## src/rtl/uart_cmd_pkg.sv

```systemverilog
// Shared types and constants for the UART command-frame master.
// State encoding, error codes and the default ACK/NAK bytes.
package uart_cmd_pkg;

   typedef enum logic [2:0] {
      IDLE    = 3'd0,
      DATA_HI = 3'd1,
      DATA_LO = 3'd2,
      CHECK   = 3'd3,
      ISSUE   = 3'd4,
      RESP    = 3'd5
   } state_e;

   typedef logic [1:0] err_code_t;

   localparam err_code_t ERR_NONE    = 2'b00;
   localparam err_code_t ERR_CHK     = 2'b01;
   localparam err_code_t ERR_TIMEOUT = 2'b10;
   localparam err_code_t ERR_OVERRUN = 2'b11;

   localparam logic [7:0] ACK_BYTE = 8'h06;
   localparam logic [7:0] NAK_BYTE = 8'h15;

endpackage

```

## src/rtl/uart_cmd_master.sv

```systemverilog
// Parses 4-byte UART command frames (header, data hi, data lo, xor checksum)
// into one-cycle register writes and answers each frame with ACK or NAK.
module uart_cmd_master
   import uart_cmd_pkg::*;
#(
   parameter int         AddrWidth     = 2,
   parameter int         TimeoutCycles = 1_000_000,
   parameter logic [3:0] SyncNibble    = 4'hA,
   parameter logic [7:0] AckByte       = ACK_BYTE,
   parameter logic [7:0] NakByte       = NAK_BYTE
) (
   input  logic                 clk_i,
   input  logic                 rst_ni,
   input  logic                 rx_dv_i,
   input  logic [7:0]           rx_data_i,
   input  logic                 tx_ready_i,
   output logic                 tx_valid_o,
   output logic [7:0]           tx_data_o,
   output logic                 dv_o,
   output logic [AddrWidth-1:0] addr_o,
   output logic [15:0]          data_o,
   output logic                 err_o,
   output logic [1:0]           err_code_o
);

   localparam int              CntW   = $clog2(TimeoutCycles);
   localparam logic [CntW-1:0] CntMax = CntW'(TimeoutCycles - 1);

   state_e               state_q;
   logic [AddrWidth-1:0] addr_q;
   logic [15:0]          data_q;
   logic [7:0]           chk_q;
   logic [CntW-1:0]      cnt_q;

   logic hdr_ok;
   logic in_frame;
   logic timeout;
   logic chk_bad;
   logic overrun;

   // Reserved header bits between the sync nibble and the address must be zero.
   assign hdr_ok   = (rx_data_i[7:4] == SyncNibble) &&
                     ((rx_data_i[3:0] >> AddrWidth) == 4'd0);
   assign in_frame = (state_q == DATA_HI) || (state_q == DATA_LO) ||
                     (state_q == CHECK);
   // A byte in the firing cycle wins over the timeout.
   assign timeout  = in_frame && !rx_dv_i && (cnt_q == CntMax);
   assign chk_bad  = (state_q == CHECK) && rx_dv_i && (rx_data_i != chk_q);
   assign overrun  = rx_dv_i && ((state_q == ISSUE) || (state_q == RESP));

   assign dv_o = (state_q == ISSUE);

   // Error sources live in disjoint states, so at most one fires per cycle.
   always_comb begin
      err_o      = 1'b0;
      err_code_o = ERR_NONE;
      if (chk_bad) begin
         err_o      = 1'b1;
         err_code_o = ERR_CHK;
      end else if (timeout) begin
         err_o      = 1'b1;
         err_code_o = ERR_TIMEOUT;
      end else if (overrun) begin
         err_o      = 1'b1;
         err_code_o = ERR_OVERRUN;
      end
   end

   always_ff @(posedge clk_i or negedge rst_ni) begin
      if (!rst_ni) begin
         cnt_q <= '0;
      end else if (!in_frame || rx_dv_i || timeout) begin
         cnt_q <= '0;
      end else begin
         cnt_q <= cnt_q + 1'b1;
      end
   end

   always_ff @(posedge clk_i or negedge rst_ni) begin
      if (!rst_ni) begin
         state_q    <= IDLE;
         addr_q     <= '0;
         data_q     <= '0;
         chk_q      <= '0;
         addr_o     <= '0;
         data_o     <= '0;
         tx_valid_o <= 1'b0;
         tx_data_o  <= '0;
      end else begin
         case (state_q)
            IDLE: begin
               if (rx_dv_i && hdr_ok) begin
                  addr_q  <= rx_data_i[AddrWidth-1:0];
                  chk_q   <= rx_data_i;
                  state_q <= DATA_HI;
               end
            end
            DATA_HI: begin
               if (rx_dv_i) begin
                  data_q[15:8] <= rx_data_i;
                  chk_q        <= chk_q ^ rx_data_i;
                  state_q      <= DATA_LO;
               end else if (timeout) begin
                  state_q <= IDLE;
               end
            end
            DATA_LO: begin
               if (rx_dv_i) begin
                  data_q[7:0] <= rx_data_i;
                  chk_q       <= chk_q ^ rx_data_i;
                  state_q     <= CHECK;
               end else if (timeout) begin
                  state_q <= IDLE;
               end
            end
            CHECK: begin
               if (rx_dv_i) begin
                  if (chk_bad) begin
                     tx_data_o  <= NakByte;
                     tx_valid_o <= 1'b1;
                     state_q    <= RESP;
                  end else begin
                     // Write-port outputs change only when a frame is accepted.
                     addr_o  <= addr_q;
                     data_o  <= data_q;
                     state_q <= ISSUE;
                  end
               end else if (timeout) begin
                  state_q <= IDLE;
               end
            end
            ISSUE: begin
               tx_data_o  <= AckByte;
               tx_valid_o <= 1'b1;
               state_q    <= RESP;
            end
            RESP: begin
               if (tx_ready_i) begin
                  tx_valid_o <= 1'b0;
                  state_q    <= IDLE;
               end
            end
            default: state_q <= IDLE;
         endcase
      end
   end

endmodule

```

## config.mk

```make
export PLATFORM = sky130hd
export DESIGN_NAME = uart_cmd_master
export DESIGN_NICKNAME = d
export VERILOG_FILES = /design/src/rtl/uart_cmd_pkg.sv /design/src/rtl/uart_cmd_master.sv
export SDC_FILE = /design/constraint.sdc
export NUM_CORES = 1
export LEC_CHECK = 0
export CORE_MARGIN = 2
export CORE_UTILIZATION = 55
export CTS_CLUSTER_DIAMETER = 150
export CTS_CLUSTER_SIZE = 20
export DETAILED_ROUTE_END_ITERATION = 8
export DONT_BUFFER_PORTS = 1
export GPL_TIMING_DRIVEN = 0
export PLACE_DENSITY = 0.7
export SYNTH_ARGS = -nofsm -noshare
export SYNTH_HDL_FRONTEND = slang
export SYNTH_SLANG_ARGS = --single-unit
export TNS_END_PERCENT = 100
```

## constraint.sdc

```tcl
create_clock -name clk_i -period 3.1 [get_ports clk_i]
set_clock_uncertainty 0.15 [all_clocks]
set_input_delay 0.62 -clock clk_i [delete_from_list [all_inputs] [get_ports clk_i]]
set_output_delay 0.62 -clock clk_i [all_outputs]
set_load 0.005 [all_outputs]
```

# After elaboration in Yosys (flattened, before gate mapping)
# Index checks and enable logic that the tools add are counted.
# word_totals
ff_bits	76
elab_cells	79
output_inout_bits	31
in_bits	12
# classes
n_eq_ne	13
n_bitwise	2
reduce_logical	28
muxes	25
add_sub_neg	1
# op_table
op	n
8-bit two-way mux	4
8-bit case mux with 2 select lines	2
20-bit by 1-bit adder with 20-bit output (second input constant)	1
20-bit == test (second input constant)	1
20-bit two-way mux	1
3-bit two-way mux	6
3-bit case mux with 6 select lines	1
3-bit AND reduction	3
2-bit != test (second input constant)	4
8-bit != test	1
2-bit AND reduction	4
8-bit XOR	1
1-bit logical AND	7
1-bit two-way mux	7
3-bit by 2-bit == test with 1-bit output (second input constant)	2
3-bit == test (second input constant)	2
2-bit two-way mux	3
1-bit logical OR	5
4-bit == test (second input constant)	1
4-bit logical NOT	1
4-bit AND reduction	1
2-bit nonzero test	2
3-bit by 1-bit == test with 1-bit output (second input constant)	1
3-bit logical NOT	1
other kinds (6)	7

# Logic depth before layout (Yosys ltp)
# Gate-level depths: netlist of run 1.
# logic_depth
depth_word	8
mapped_depth	7
depth_no_buf	6

# Worst setup path before layout of run 1
# Ideal clock, no wire load.
# synth_path
path_type	input to output
startpoint	input rx_data_i[2]
endpoint	output err_o
path_stages	5
slack_ns	0.867
t_required_ns	2.330
n_path_buf	0
t_arrival_ns	1.463
path_cell_list	xor2_1 > nor4_2 > nand2_2 > nand3_1 > nand3_1
# synth_between
elab_chain_cells	3
# synth_rtl
element	line_no	rtl
start, declared	uart_cmd_master.sv:15	input logic [7:0] rx_data_i,
8-bit != test	uart_cmd_master.sv:48	assign chk_bad = (state_q == CHECK) && rx_dv_i && (rx_data_i != chk_q);
1-bit logical AND	uart_cmd_master.sv:48	
1-bit two-way mux	uart_cmd_master.sv:57	if (chk_bad) begin
end, declared	uart_cmd_master.sv:22	output logic err_o,
# No other way between the ends.

# Worst setup path after layout of run 1
# layout_path
startpoint	register cnt_q[8]
endpoint	output err_o
# layout_between
elab_chain_cells	4
# layout_rtl
element	line_no	rtl
start, declared	uart_cmd_master.sv:33	logic [CntW-1:0] cnt_q;
start signal, assigned	uart_cmd_master.sv:75	cnt_q <= cnt_q + 1'b1;
20-bit == test	uart_cmd_master.sv:47	assign timeout = in_frame && !rx_dv_i && (cnt_q == CntMax);
1-bit logical AND	uart_cmd_master.sv:47	
1-bit two-way mux	uart_cmd_master.sv:60	end else if (timeout) begin
1-bit two-way mux	uart_cmd_master.sv:57	
# No other way between the ends.

==> impl_metrics.env, run 1 <==
export IMPL_intPower_mw=1.87
export IMPL_dpl_cell_count=365
export IMPL_endpoint_kind="primary output"
export IMPL_grt_pass1_vias=2007
export IMPL_power_frac_comb=0.289
export IMPL_cts_buffer_depth=2
export IMPL_avgViaCountPerCell=5.48
export IMPL_slew_violations=0
export IMPL_finalHoldViolations=0
export IMPL_grt_max_degree=72
export IMPL_synth_seq_cells=71
export IMPL_gp_congestion=0.791
export IMPL_dieArea_sq_um=6700
export IMPL_final_common_cell="dfrtp_1"
export IMPL_max_freq_mhz=370
export IMPL_status="complete, no violations"
export IMPL_initial_core_util=0.566
export IMPL_crit_type="flop to primary output"
export IMPL_ant_nets=0
export IMPL_finalCritPeriodShare=0.872
export IMPL_routed_wl_um=5810
export IMPL_slew_headroom=0.509
export IMPL_avgRoutedWirePerCell_um=15.2
export IMPL_drc=0
export IMPL_required_ns=2.33
export IMPL_ys_warnings_count=0
export IMPL_arrival_ns=1.93
export IMPL_clockPowerShare=0.249
export IMPL_yosys_area_top_type_share=0.533
export IMPL_ir_drop_mv=0.511
export IMPL_dr_pass1_iters=4
export IMPL_synth_cell_types=44
export IMPL_grt_ovfl_total=0
export IMPL_setup_viol=0
export IMPL_cts_tree="done"
export IMPL_postCtsSetupBuffers=0
export IMPL_cap_violations=0
export IMPL_cts_buffers=9
export IMPL_cts_root_buf="clkbuf_8"
export IMPL_cts_sinks=71
export IMPL_synth_edf_count=0
export IMPL_via_count=2092
export IMPL_worstHoldPathType="input pin to asynchronous set/reset pin"
export IMPL_p_leak_nw=1.67
export IMPL_die_h_um=81.8
export IMPL_syn2layout_area_growth_pct=9.69
export IMPL_drt_iter0_drc=92
export IMPL_yosysTopAreaCell="dfrtp_1"
export IMPL_layout_cells_most_common_list="71 x dfrtp_1, 26 x nor2_1, 24 x nand2_1, 24 x mux2_2, 22 x a21oi_1"
export IMPL_core_sq_um=5890
export IMPL_antenna_found_initial=0
export IMPL_tns_ns=0
export IMPL_antenna_cells=0
export IMPL_pwr_density_cell_nw_per_um2=770
export IMPL_io_buffers=0
export IMPL_sw_frac_of_total=0.333
export IMPL_p_seq_frac=0.463
export IMPL_final_layout_size_suffix_gt1_frac=0.212
export IMPL_layout_min_cycle_time_ns=2.70
export IMPL_clock_latency_ns=0.34
export IMPL_seq_area_frac_synth=0.533
export IMPL_synthFlopType="dfrtp_1"
export IMPL_utilization=0.621
export IMPL_syn_area_sq_um=3330
export IMPL_grt_pass1_wl_um=9530
export IMPL_synthArstFlopShare=1.00
export IMPL_tightestPinTransition_ns=0.733
export IMPL_grtUsageTotal=0.190
export IMPL_syn_instance_count=287
export IMPL_rsz0062_at_grt="false"
export IMPL_yosys_top_cells_area="dfrtp_1 53%, mux2_2 8.1%, xor2_1 4.5%"
export IMPL_path_clk_slew_ns=0.08
export IMPL_core_rowCount=28
export IMPL_path_max_fanout=6
export IMPL_final_cells=382
export IMPL_syn_avg_cell_area_sq_um=11.6
export IMPL_nets=315
export IMPL_htree_levels=3
export IMPL_die_w_um=81.8
export IMPL_switching_power_uw=938
export IMPL_hpwl_um=3900
export IMPL_io_pins=43
export IMPL_cp_start_kind="flop"
-- per-layer routing --
| layer | up-vias | track usage | wire (um) |
|---|---|---|---|
| met5 | - | 0 | 0 |
| li1 | 1019 | - | - |
| met3 | 5 | 0.0571 | 260 |
| met4 | 0 | 0.0750 | 62 |
| met1 | 1025 | 0.263 | 2820 |
| met2 | 43 | 0.282 | 2670 |
-- flip-flops by register name, indices dropped and copies added, names as in the netlist --
signal	cells
tx_data_o	3
addr_q	2
data_o	16
state_q	3
tx_valid_o	1
cnt_q	20
data_q	16
chk_q	8
addr_o	2
-- layout make-up --
| class | instances | area [sq um] |
|---|---|---|
| Sequential cell | 71 | 1780 |
| Multi-Input combinational cell | 204 | 1470 |
| Inverter | 3 | 11.3 |
| Fill cell | 485 | 2230 |
| Buffer | 12 | 85.1 |
| Timing Repair Buffer | 1 | 27.5 |
| Clock buffer | 11 | 151 |
| Clock inverter | 5 | 38.8 |
| Tap cell | 75 | 93.8 |
-- cell families after synthesis --
family	Yosys count	share of synthesized area
mux	44	0.148
compound gates	29	0.0481
xor+xnor	27	0.0710
simple gates	99	0.166
fa+ha+maj	1	0.00375
flops	71	0.533
buf+inv	15	0.0289
other cells	1	0.00113
-- through the flow --
step	hold WS, ns	total power [mW]	setup slack, ns	area (sq um)
after global routing	0.0234	3.00	0.227	3650
final	0.00920	2.81	0.397	3650
after floorplan	0.174	1.95	0.867	3340
after detailed placement	0.176	2.11	0.719	3440
after CTS	0.0151	2.84	0.397	3650
after global placement	0.176	2.08	0.730	3440
-- timing repair --
item                                   in CTS  in global routing
endpoints found under the hold margin      71                  0
resized for setup                           0                  0
hold buffers                                1                  0
-- worst max-delay path, stage by stage, from the launching register on --
cell	delay, ns
dfrtp_1	0.44
or3_1	0.37
nor4_1	0.32
nand4_1	0.29
nand3_1	0.18
-- cell usage after synthesis (2+ instances only) --
library cell and count:
buf_4 8, nor3_1 3, nor2_1 26, mux2_1 10, nand3b_1 2, a21oi_1 22, nand3_1 13, nor2b_1 3
inv_1 3, buf_2 2, nand4_1 4, nand2_2 2, mux2_4 2, and3_1 2, and4_1 4, xor2_1 17
mux2_2 24, nand2_1 24, xnor2_1 10, nor3b_1 2, nand2b_1 2, nor4_2 2, dfrtp_1 71, mux2i_1 8
o21ai_0 2
-- path summary, 6_finish.rpt --
| kind | startpoint | end | slack, ns | cells past startpoint |
|---|---|---|---|---|
| max | cnt_q[8] | err_o | 0.40 | 4 |
| min in group clk_i | rx_data_i[4] | data_q[12] | 0.27 | 1 |
| max in group asynchronous | rst_ni | data_q[5] | 2.50 | 1 |
| min | rst_ni | data_q[14] | 0.009 | 1 |
| min reg2reg | cnt_q[0] | cnt_q[0] | 0.34 | 1 |
| max reg2reg | cnt_q[8] | cnt_q[17] | 1.01 | 6 |
-- power by group through the flow --
stage          clock [mW]  combinational, mW  sequential, mW
4_1_cts             0.716              0.820            1.30
3_5_place_dp            0              0.796            1.32
3_3_place_gp            0              0.773            1.31
2_1_floorplan           0              0.675            1.28
5_1_grt             0.760              0.903            1.33
6_report            0.700              0.812            1.30
Power figures use the tool's default switching activity.
==> inputs of run 2 (changes only) <==
Settings changed: ABC_AREA from default to 1, HOLD_SLACK_MARGIN from default to 0.12, SKIP_LAST_GASP from default to 1.
==> impl_metrics.env, run 2 <==
export IMPL_via_count=2709
export IMPL_p_leak_nw=1.83
export IMPL_synthFlopType="dfrtp_1"
export IMPL_die_w_um=83.7
export IMPL_avgViaCountPerCell=5.01
export IMPL_cts_buffer_depth=2
export IMPL_largest_register_ffs=20
export IMPL_syn_area_sq_um=3490
export IMPL_io_buffers=0
export IMPL_crit_type="flop to primary output"
export IMPL_required_ns=2.33
export IMPL_drt_iter0_drc=183
export IMPL_finalCritPeriodShare=0.864
export IMPL_grt_pass1_vias=2563
export IMPL_grt_max_degree=72
export IMPL_p_seq_frac=0.452
export IMPL_synth_cell_types=28
export IMPL_r2r_slack_ns=1.06
export IMPL_io_pins=43
export IMPL_synth_commonest_cells="133 x nand2_1, 71 x dfrtp_1, 57 x inv_1, 49 x nor2_1, 26 x o21ai_0"
export IMPL_multi_input_area_sq_um=1410
export IMPL_rsz0062_at_grt="false"
export IMPL_yosys_top_cells_area="dfrtp_1 51%, nand2_1 14%, inv_1 6.1%"
export IMPL_yosys_area_top_type_share=0.508
export IMPL_avgRoutedWirePerCell_um=12.9
export IMPL_status="complete, no violations"
export IMPL_synth_edf_count=0
export IMPL_arrival_ns=1.91
export IMPL_postCtsSetupBuffers=0
export IMPL_n_fill_cell=574
export IMPL_cts_root_buf="clkbuf_8"
export IMPL_hpwl_um=5070
export IMPL_routed_wl_um=6980
export IMPL_grt_ovfl_total=0
export IMPL_path_clk_slew_ns=0.08
export IMPL_antenna_cells=0
export IMPL_ys_warnings_count=0
export IMPL_largestRegisters="cnt_q: 20 flops, data_o: 16 flops, data_q: 16 flops"
export IMPL_synthArstFlopShare=1.00
export IMPL_final_layout_size_suffix_gt1_frac=0.108
export IMPL_cts_tree="done"
export IMPL_grtUsageTotal=0.216
export IMPL_power_frac_comb=0.314
export IMPL_gp_congestion=0.937
export IMPL_sw_frac_of_total=0.372
export IMPL_dieArea_sq_um=7010
export IMPL_path_max_fanout=7
export IMPL_intPower_mw=1.76
export IMPL_tns_ns=0
export IMPL_dr_pass1_iters=7
export IMPL_syn_instance_count=443
export IMPL_layout_cells_most_common_list="133 x nand2_1, 71 x dfrtp_1, 57 x inv_1"
export IMPL_largest_register="cnt_q"
export IMPL_drc=0
export IMPL_cts_sinks=71
export IMPL_pwr_density_cell_nw_per_um2=734
export IMPL_syn2layout_area_growth_pct=9.17
export IMPL_worstHoldPathType="input pin to flop"
export IMPL_cts_buffers=9
export IMPL_register_area_sq_um=1780
export IMPL_clock_latency_ns=0.34
export IMPL_synth_seq_cells=71
export IMPL_ir_drop_mv=0.394
export IMPL_final_cells=541
export IMPL_cap_violations=0
export IMPL_core_rowCount=29
export IMPL_finalHoldViolations=0
export IMPL_utilization=0.611
export IMPL_endpoint_kind="primary output"
export IMPL_yosys_cell_count_top_type="nand2_1"
export IMPL_nets=472
export IMPL_layout_min_cycle_time_ns=2.68
export IMPL_max_freq_mhz=374
export IMPL_switching_power_mw=1.04
export IMPL_dpl_cell_count=523
export IMPL_grt_pass1_wl_um=12100
export IMPL_htree_levels=3
export IMPL_initial_core_util=0.560
export IMPL_seq_area_frac_synth=0.508
export IMPL_yosysTopAreaCell="dfrtp_1"
export IMPL_cp_start_kind="flop"
export IMPL_core_sq_um=6240
export IMPL_die_h_um=83.7
export IMPL_ant_nets=0
export IMPL_final_common_cell="nand2_1"
export IMPL_slew_violations=0
export IMPL_syn_avg_cell_area_sq_um=7.89
export IMPL_antenna_found_initial=0
export IMPL_setup_viol=0
export IMPL_clockPowerShare=0.234
[run 2: cell count changes in the layout (fill, tap and decap cells not counted), sizes merged, moves of 3 or more]
cell / delta
a21oi: -17
nor2b: -3
nand3: +5
xnor2: -8
inv: +53
mux2: -36
nand2: +114
mux2i: -8
o21ai: +51
xor2: -6
nor2: +27
nor3b: -3
nor4: -3
and4: -4
[run 2: per-stage QoR]
step | worst slack [ns] | instance area (sq um) | hold slack (ns) | power, mW
6_report | 0.423 | 3810 | 0.246 | 2.80
5_1_grt | 0.238 | 3810 | 0.249 | 3.03
2_1_floorplan | 1.06 | 3510 | 0.174 | 1.96
4_1_cts | 0.403 | 3810 | 0.233 | 2.83
3_3_place_gp | 0.808 | 3600 | 0.177 | 2.12
3_5_place_dp | 0.783 | 3600 | 0.177 | 2.15
[run 2: cell type report]
class,count,share of cell area
flip-flops and latches,71,0.466
multi-input cells,303,0.369
inverters,59,0.0581
clock buffers,11,0.0371
plain buffers,13,0.0259
well taps,77,0.0253
repair buffers,2,0.00984
clock inverters,5,0.00886
[run 2: kinds of logic after synthesis]
logic type,Yosys count,synth area share
buffers and inverters,72,0.0917
AO/OA/AOI/OAI,60,0.0899
AND/OR/NAND/NOR,225,0.273
other,1,0.00107
adder cells (fa/ha/maj),1,0.00358
XOR/XNOR,13,0.0326
flip-flops,71,0.508
[run 2: metal layers]
metal / vias to the layer above / track usage / routed length, um
li1: 1400 / - / -
met1: 1234 / 0.297 / 3280
met2: 62 / 0.332 / 3170
met3: 13 / 0.0574 / 403
met4: 0 / 0.0806 / 126
met5: - / 0 / 0
[run 2: what timing repair did]
| item | 4_1_cts | 5_1_grt |
|---|---|---|
| hold buffers | 2 | 0 |
| hold endpoints to repair | 71 | 0 |
| resized for setup | 0 | 0 |
[run 2: power groups by stage]
stage,clock network (mW),logic [mW],registers [mW]
after floorplan,0,0.708,1.25
after global placement,0,0.843,1.27
after detailed placement,0,0.865,1.28
after CTS,0.673,0.894,1.26
after global routing,0.709,1.03,1.28
final,0.655,0.880,1.26
[run 2: worst max-delay path, cell delays in order (launching register included)]
cell	delay, ns
dfrtp_1	0.47
ha_1	0.22
nand3_1	0.15
nor2_1	0.33
nand3_1	0.24
nand3_1	0.16
[run 2: path summary, 6_finish.rpt]
path                                    from          to  depth (start not counted)
min in group asynchronous             rst_ni   data_o[3]                          2
worst max register to register      cnt_q[0]    cnt_q[7]                          7
worst min register to register     addr_q[1]   addr_q[1]                          2
worst min-delay path            rx_data_i[7]   data_q[7]                          2
worst max-delay path                cnt_q[0]       err_o                          5
max in group asynchronous             rst_ni  state_q[1]                          2
